`src/rtl/xbar_rx_port_if.sv`:
```
// Crossbar receive-port bus: incoming crossbar word plus the consumer-side
// valid/ready handshake. The port itself uses the slave view.
interface xbar_rx_port_if;
  logic [9:0] sd;
  logic       sd_valid;
  logic       out_ready;
  logic       out_valid;
  logic [7:0] out_data;
  logic [1:0] out_src;

  modport master (
    output sd, sd_valid, out_ready,
    input  out_valid, out_data, out_src
  );

  modport slave (
    input  sd, sd_valid, out_ready,
    output out_valid, out_data, out_src
  );
endinterface

```
`src/rtl/xbar_rx_port.sv`:
```
// Crossbar receive port: buffers tagged crossbar words in a small FIFO,
// flags words dropped while full (sticky), and keeps a saturating count of
// accepted words per source id.
module xbar_rx_port #(
  parameter int DEPTH = 4,
  parameter int CW    = 8,
  localparam int LW   = $clog2(DEPTH + 1),
  localparam int PW   = $clog2(DEPTH)
) (
  input  logic              clk,
  input  logic              rst_n,
  xbar_rx_port_if.slave     rx,
  input  logic              cnt_clr,
  input  logic              ovf_clr,
  output logic [LW-1:0]     level,
  output logic              ovf,
  output logic [CW-1:0]     cnt0,
  output logic [CW-1:0]     cnt1,
  output logic [CW-1:0]     cnt2,
  output logic [CW-1:0]     cnt3
);

  localparam logic [LW-1:0] LVL_FULL = LW'(DEPTH);
  localparam logic [CW-1:0] CNT_MAX  = '1;

  logic [9:0]    mem_q [DEPTH];
  logic [PW-1:0] wr_ptr_q, wr_ptr_d;
  logic [PW-1:0] rd_ptr_q, rd_ptr_d;
  logic [LW-1:0] level_q, level_d;
  logic          ovf_q, ovf_d;
  logic [CW-1:0] cnt_q [4];
  logic [CW-1:0] cnt_d [4];

  logic          not_empty;
  logic          full;
  logic          pop;
  logic          push;
  logic          drop;
  logic [9:0]    head;

  assign not_empty = (level_q != '0);
  assign full      = (level_q == LVL_FULL);
  // A full FIFO can still take a word when the head leaves in the same cycle.
  assign pop       = not_empty & rx.out_ready;
  assign push      = rx.sd_valid & (~full | pop);
  assign drop      = rx.sd_valid & full & ~pop;

  // Pointer, occupancy and sticky-overflow next state.
  always_comb begin
    wr_ptr_d = wr_ptr_q;
    rd_ptr_d = rd_ptr_q;
    level_d  = level_q;
    if (push) wr_ptr_d = wr_ptr_q + PW'(1);
    if (pop)  rd_ptr_d = rd_ptr_q + PW'(1);
    case ({push, pop})
      2'b10:   level_d = level_q + LW'(1);
      2'b01:   level_d = level_q - LW'(1);
      default: level_d = level_q;
    endcase
    // A new drop wins over a coincident clear.
    ovf_d = drop | (ovf_q & ~ovf_clr);
  end

  // Per-source saturating counters; clear beats a coincident increment.
  always_comb begin
    for (int i = 0; i < 4; i++) begin
      cnt_d[i] = cnt_q[i];
      if (cnt_clr) begin
        cnt_d[i] = '0;
      end else if (push && (rx.sd[9:8] == 2'(i)) && (cnt_q[i] != CNT_MAX)) begin
        cnt_d[i] = cnt_q[i] + CW'(1);
      end
    end
  end

  // Control state with asynchronous clear.
  always_ff @(posedge clk or negedge rst_n) begin
    if (!rst_n) begin
      wr_ptr_q <= '0;
      rd_ptr_q <= '0;
      level_q  <= '0;
      ovf_q    <= 1'b0;
      for (int i = 0; i < 4; i++) cnt_q[i] <= '0;
    end else begin
      wr_ptr_q <= wr_ptr_d;
      rd_ptr_q <= rd_ptr_d;
      level_q  <= level_d;
      ovf_q    <= ovf_d;
      for (int i = 0; i < 4; i++) cnt_q[i] <= cnt_d[i];
    end
  end

  // Storage array; contents are only meaningful below level, so no reset.
  always_ff @(posedge clk) begin
    if (push) mem_q[wr_ptr_q] <= rx.sd;
  end

  // Head is read from stored state only, so a fresh word shows up a cycle later.
  assign head         = mem_q[rd_ptr_q];
  assign rx.out_valid = not_empty;
  assign rx.out_data  = not_empty ? head[7:0] : 8'h00;
  assign rx.out_src   = not_empty ? head[9:8] : 2'b00;

  assign level = level_q;
  assign ovf   = ovf_q;
  assign cnt0  = cnt_q[0];
  assign cnt1  = cnt_q[1];
  assign cnt2  = cnt_q[2];
  assign cnt3  = cnt_q[3];

endmodule

```
`src/flat_wrapper.sv`:
```
// flat-port wrapper written by rule: the top's interface ports become plain ports
module xbar_rx_port_flat 
#(
  parameter int DEPTH = 4,
  parameter int CW    = 8,
  localparam int LW   = $clog2(DEPTH + 1),
  localparam int PW   = $clog2(DEPTH)
)
  (clk, rst_n, cnt_clr, ovf_clr, level, ovf, cnt0, cnt1, cnt2, cnt3, rx_sd, rx_sd_valid, rx_out_ready, rx_out_valid, rx_out_data, rx_out_src);
  xbar_rx_port_if rx_i ();
  input  logic clk;
  input  logic rst_n;
  input  logic cnt_clr;
  input  logic ovf_clr;
  output logic [LW-1:0] level;
  output logic ovf;
  output logic [CW-1:0] cnt0;
  output logic [CW-1:0] cnt1;
  output logic [CW-1:0] cnt2;
  output logic [CW-1:0] cnt3;
  input wire logic [$bits(rx_i.sd)-1:0] rx_sd;
  input wire logic [$bits(rx_i.sd_valid)-1:0] rx_sd_valid;
  input wire logic [$bits(rx_i.out_ready)-1:0] rx_out_ready;
  output wire logic [$bits(rx_i.out_valid)-1:0] rx_out_valid;
  output wire logic [$bits(rx_i.out_data)-1:0] rx_out_data;
  output wire logic [$bits(rx_i.out_src)-1:0] rx_out_src;
  assign rx_i.sd = rx_sd;
  assign rx_i.sd_valid = rx_sd_valid;
  assign rx_i.out_ready = rx_out_ready;
  assign rx_out_valid = rx_i.out_valid;
  assign rx_out_data = rx_i.out_data;
  assign rx_out_src = rx_i.out_src;
  xbar_rx_port #(.DEPTH(DEPTH), .CW(CW)) u_core (.clk(clk), .rst_n(rst_n), .rx(rx_i), .cnt_clr(cnt_clr), .ovf_clr(ovf_clr), .level(level), .ovf(ovf), .cnt0(cnt0), .cnt1(cnt1), .cnt2(cnt2), .cnt3(cnt3));
endmodule
```
`config.mk`:
```
export PLATFORM = sky130hd
export DESIGN_NAME = xbar_rx_port_flat
export DESIGN_NICKNAME = d
export VERILOG_FILES = /design/src/rtl/xbar_rx_port_if.sv /design/src/rtl/xbar_rx_port.sv /design/src/flat_wrapper.sv
export SDC_FILE = /design/constraint.sdc
export NUM_CORES = 1
export LEC_CHECK = 0
export ABC_CLOCK_PERIOD_IN_PS = 2600
export CELL_PAD_IN_SITES_DETAIL_PLACEMENT = 1
export CELL_PAD_IN_SITES_GLOBAL_PLACEMENT = 1
export CORE_MARGIN = 10
export CORE_UTILIZATION = 43
export DETAILED_ROUTE_END_ITERATION = 8
export HOLD_SLACK_MARGIN = 0.12
export PLACE_DENSITY_LB_ADDON = 0.1
export SLEW_MARGIN = 20
export SYNTH_ARGS = -nofsm -noshare
export SYNTH_HDL_FRONTEND = slang
export SYNTH_SLANG_ARGS = --single-unit
```
`constraint.sdc`:
```
create_clock -name clk -period 2.6 [get_ports clk]
set_clock_uncertainty 0.2 [all_clocks]
set_input_delay 0.78 -clock clk [delete_from_list [all_inputs] [get_ports clk]]
set_output_delay 0.78 -clock clk [all_outputs]
set_load 0.02 [all_outputs]
```
# After elaboration in Yosys (flattened, before gate mapping)
# Memory sizes are Yosys's and may differ from the RTL's.
# Index checks and enable logic that the tools add are counted.
# totals
mem_count	1
regBits	40
input_bits	16
ramBits	40
# op_classes
bitwise_logic	10
reduce_logical	15
eq_ne	10
muxes	13
add_sub_neg	8
# mem_list
name	words	width	read_ports	rd_ports_with_merged_regs	write_ports	line	rtl
u_core.mem_q	4	10	1	0	1	xbar_rx_port.sv:26	logic [9:0] mem_q [DEPTH];
# ops
operator	n
two-way mux 8 bit	9
adder 8 x 1 -> 8 bit (second input constant)	4
inequality test 8 bit (second input constant)	4
nonzero test 2 bit	5
logical AND 1 bit	8
equality test 2 bit (second input constant)	3
one-hot mux 3 bit (2 select lines)	1
bitwise AND 1 bit	5
adder 2 x 1 -> 2 bit (second input constant)	2
equality test 2 x 1 -> 1 bit (second input constant)	2
adder 3 x 1 -> 3 bit (second input constant)	1
equality test 3 bit (second input constant)	1
inverter 1 bit	3
nonzero test 3 bit	1
subtractor 3 x 1 -> 3 bit (second input constant)	1
logical NOT 2 bit	1
two-way mux 1 bit	2
two-way mux 2 bit	1
OR 1 bit	2

# Depth between registers and ports, before layout
# logic_depth
ltp_word	8
depth_mapped	8
depth_no_buf	7

# Worst setup path before layout
# OpenSTA, ideal clock, no wires.
# synth_timing
kind	register -> register
startpoint	reg u_core.level_q[1], in the netlist u_core.level[1]
endpoint	reg u_core.level_q[1], in the netlist u_core.level[1]
setup_time_ns	0.087
setup_slack_ns	0.124
t_arrival_ns	2.189
required_ns	2.313
stages_incl_launch_ff	8
synth_period_minus_slack_ns	2.476
path_cell_list	dfrtp_1 > or3_1 > clkbuf_1 > nand3_1 > fa_1 > a211oi_1 > o21ai_0 > a22oi_1
# synth_via
elab_chain_len	6
elab_cells_between_ends	12
classes_between	add/sub: 2; eq/ne: 3; mux: 1; bitwise: 4; reduce/logical: 2
# synth_lines
item	line	rtl
start: declaration	xbar_rx_port.sv:29	logic [LW-1:0] level_q, level_d;
start signal: assignment	xbar_rx_port.sv:87	level_q <= level_d;
nonzero test 3 bit (*)	xbar_rx_port.sv:41	assign not_empty = (level_q != '0);
named net rx_out_valid	flat_wrapper.sv:24	output wire logic [$bits(rx_i.out_valid)-1:0] rx_out_valid;
bitwise AND 1 bit (*)	xbar_rx_port.sv:44	assign pop = not_empty & rx.out_ready;
OR 1 bit	xbar_rx_port.sv:45	assign push = rx.sd_valid & (~full | pop);
bitwise AND 1 bit	xbar_rx_port.sv:45	
equality test 2 x 1 -> 1 bit or equality test 2 bit (tied branches)	xbar_rx_port.sv:55	case ({push, pop})
one-hot mux 3 bit (2 select lines) or nonzero test 2 bit (tied branches)	--	
# Mark *: on every way through the listed nets, which the timed path passes. The rest lies on a longest branch.
# A chain may end at the register's enable or synchronous reset.

# Worst setup path after layout
# layout_timing
startpoint	reg u_core.rd_ptr_q[0]
endpoint	out rx_out_src[1]
# layout_via
elab_chain_len	2
# layout_lines
item	line	rtl
start: declaration	xbar_rx_port.sv:28	logic [PW-1:0] rd_ptr_q, rd_ptr_d;
start signal: assignment	xbar_rx_port.sv:86	rd_ptr_q <= rd_ptr_d;
memory (4 x 10 bit)	--	
two-way mux 2 bit	xbar_rx_port.sv:102	assign rx.out_src = not_empty ? head[9:8] : 2'b00;
end: declaration	flat_wrapper.sv:26	output wire logic [$bits(rx_i.out_src)-1:0] rx_out_src;
# Every way passes these cells.

==> impl_metrics.py <==
metrics = {
    "floorplan": {
        "die_y_um": 115,
        "core-area_um2": 8760,
        "die_w_um": 115,
        "dieArea_um2": 13300,
        "ios": 63,
        "std_cell_rows": 34,
        "initial_utilization": 0.444,
    },
    "worst_setup_path": {
        "start_kind": "flip-flop",
        "cp_cell_sequence": "buf_6 -> mux4_2 -> and2_4 -> buf_6",
        "slowest_delay_ps": 510,
        "cpMostUsedCell": "buf_6",
        "slowest_stage": "mux4_2",
        "crit_path_end_kind": "primary output",
        "timing.rr.end": "u_core.level[1]",
        "path_class": "flip-flop to primary output",
        "worstReg2RegStart": "u_core.level[1]",
        "cp_max_fo": 6,
        "r2r_slack_ps": 260,
        "cp.required_ps": 1620,
        "r2r_cells": 7,
        "worstPathArrival_ps": 1690,
        "crit_start": "u_core.rd_ptr_q[0]",
    },
    "finish": {
        "n_fill_cell": 909,
        "layout_commonest_cell": "clkdlybuf4s50_1",
        "design_area_um2": 5070,
        "fin_nets": 427,
        "areaGrowthSynthToFinish_pct": 30.3,
        "final_cells": 515,
        "fin_util": 0.579,
        "antennaDiodeCount": 0,
        "drive_above_1_share": 0.231,
        "layout_common_cells": "48 x clkdlybuf4s50_1, 40 x dfrtp_1, 40 x edfxtp_1",
    },
    "global_route": {
        "grt_pass1_vias": 3203,
        "grt-ovfl-total": 0,
        "grt_pass1_wl_mm": 17.0,
        "grt_max_degree": 41,
        "antenna_found_initial": 0,
        "track_usage": 0.161,
    },
    "synth": {
        "syn-num-nets": 338,
        "yosysTopAreaCell": "edfxtp_1",
        "ys.flop_type": "edfxtp_1",
        "synthArstFlopShare": 0.500,
        "ys_seq_area_frac": 0.566,
        "netlist_area_um2": 3890,
        "netlist_top_cells_area": "edfxtp_1 31%, dfrtp_1 26%, mux4_2 5.8%",
        "synth-seq-cells": 80,
        "yosysUniqueCellTypes": 50,
        "synth_edf_count": 40,
        "synth_top_area_frac": 0.309,
        "yosysWarnings": 0,
        "synthCells": 313,
        "synth.avg_cell_area_um2": 12.4,
    },
    "timing": {
        "slew_headroom": 0.577,
        "rsz0062_at_grt": "yes",
        "fmax_mhz": 374,
        "slew_viol_final": 0,
        "setup_viol": 10,
        "fin_ws_ps": -72.7,
        "timing.hold.ws_ps": 266,
        "max_slew.worst_pin.slew_ps": 632,
        "finalHoldViolCount": 0,
        "period_needed_ps": 2670,
        "post-route-period-util": 1.03,
    },
    "power_and_ir_drop": {
        "p_leak_uw": 0.00192,
        "power_density_nw_per_um2": 857,
        "finalPower_uw": 4350,
        "vdd_ir_drop_max_mv": 0.352,
    },
    "cts": {
        "cts_sinks": 80,
        "cts_buffer_depth": 2,
        "cts_tree": "yes",
        "clock_latency_ps": 370,
        "htreeDepth": 3,
        "numCtsBuffers": 9,
        "post_cts_buffers": 0,
        "clkTransAtPathRegs_ps": 100,
        "cts_root_buf": "clkbuf_8",
    },
    "placement": {
        "portBuffers": 62,
        "placed_area_um2": 4800,
        "gp_congestion": 0.749,
        "place_inst": 499,
        "place_hpwl_mm": 7.42,
    },
    "route": {
        "antenna_left": 0,
        "drtIter0Drc": 108,
        "vias_per_cell": 5.73,
        "wl_per_cell_um": 19.9,
        "wl_mm": 10.2,
        "via_count": 2951,
        "dr.pass1.iters": 4,
        "route.detailed.drc": 0,
    },
    "run_status": {
        "status": "complete, but fails checks",
        "violations": "negative setup slack",
    },
    "worst_hold_path": {
        "min_path_type": "input port to asynchronous set/reset pin",
    },
    "job": {
        "drv_cap": 0,
    },
}
what timing repair did:
item | CTS | global route
hold buffers | 0 | 0
gates resized for setup | 71 | 7
pin swaps | 9 | 0
endpoints found under the setup margin | 11 | 19
report_power, final:
| group | internal, uW | switching [uW] |
|---|---|---|
| clock network | 466 | 531 |
| logic | 903 | 835 |
| registers | 1530 | 79.0 |
cell families after synthesis:
family / share of synthesized area
AOI/OAI and AO/OA: 0.106
xor gates and xnor gates: 0.0113
adders and majority gates: 0.0309
muxes: 0.0781
DFF: 0.566
and+or+nand+nor: 0.173
buffers and inverters: 0.0347
worst max-delay path: cells and delay by family, from the launching register on:
kind / cells / cell delay [ps]
muxes: 1 / 510
DFF: 1 / 390
buffers and inverters: 2 / 280
and+or+nand+nor: 1 / 160
registers in the layout (all words and copies together) (netlist names):
name / cells
u_core.wr_ptr_q: 2
u_core.level: 3
u_core.rd_ptr_q: 2
u_core.cnt3: 8
u_core.mem_q: 40
u_core.cnt0: 8
u_core.cnt1: 8
u_core.ovf: 1
u_core.cnt2: 8
cell type report:
cell class	count	area [um^2]	area share
Sequential cell	80	2200	0.434
Clock inverter	7	86.3	0.0170
Clock buffer	9	124	0.0244
Timing Repair Buffer	94	880	0.173
Multi-Input combinational cell	204	1600	0.315
Tap cell	108	135	0.0266
Inverter	13	48.8	0.00962
worst max-delay path by stage:
stage / end / slack [ps] / cells after the start
floorplan: u_core.level[1] / 120 / 7
global placement: u_core.cnt2[7] / -240 / 5
detailed placement: u_core.cnt2[7] / -310 / 5
CTS: rx_out_data[7] / -110 / 4
global route: rx_out_data[1] / -130 / 4
finish: rx_out_src[1] / -70 / 4
cells in the mapped netlist (all sizes together) (5+ instances only):
library cell  count
ha                8
or4              12
o41ai             6
a21oi            20
mux4             10
and2             12
clkbuf            9
and3              5
nand2            11
edfxtp           40
o21ai            12
inv              13
nand3            16
nor2             13
or3               6
buf               7
o31ai             9
dfrtp            40
stage by stage:
stage                     TNS, ps  worst slack [ps]
after detailed placement   -12770              -309
after global placement     -10580              -240
after global routing        -1120              -132
after floorplan                 0               124
after CTS                    -866              -114
final                        -543             -72.7
routing by layer:
metal  up-vias  global-route usage  part of all wire
met5         -                   0                 0
met4         0              0.0545             0.013
met3        12              0.0422             0.044
met2        45               0.281              0.53
met1      1501               0.189              0.41
li1       1393                   -                 -
(Power assumes the default switching activity.)
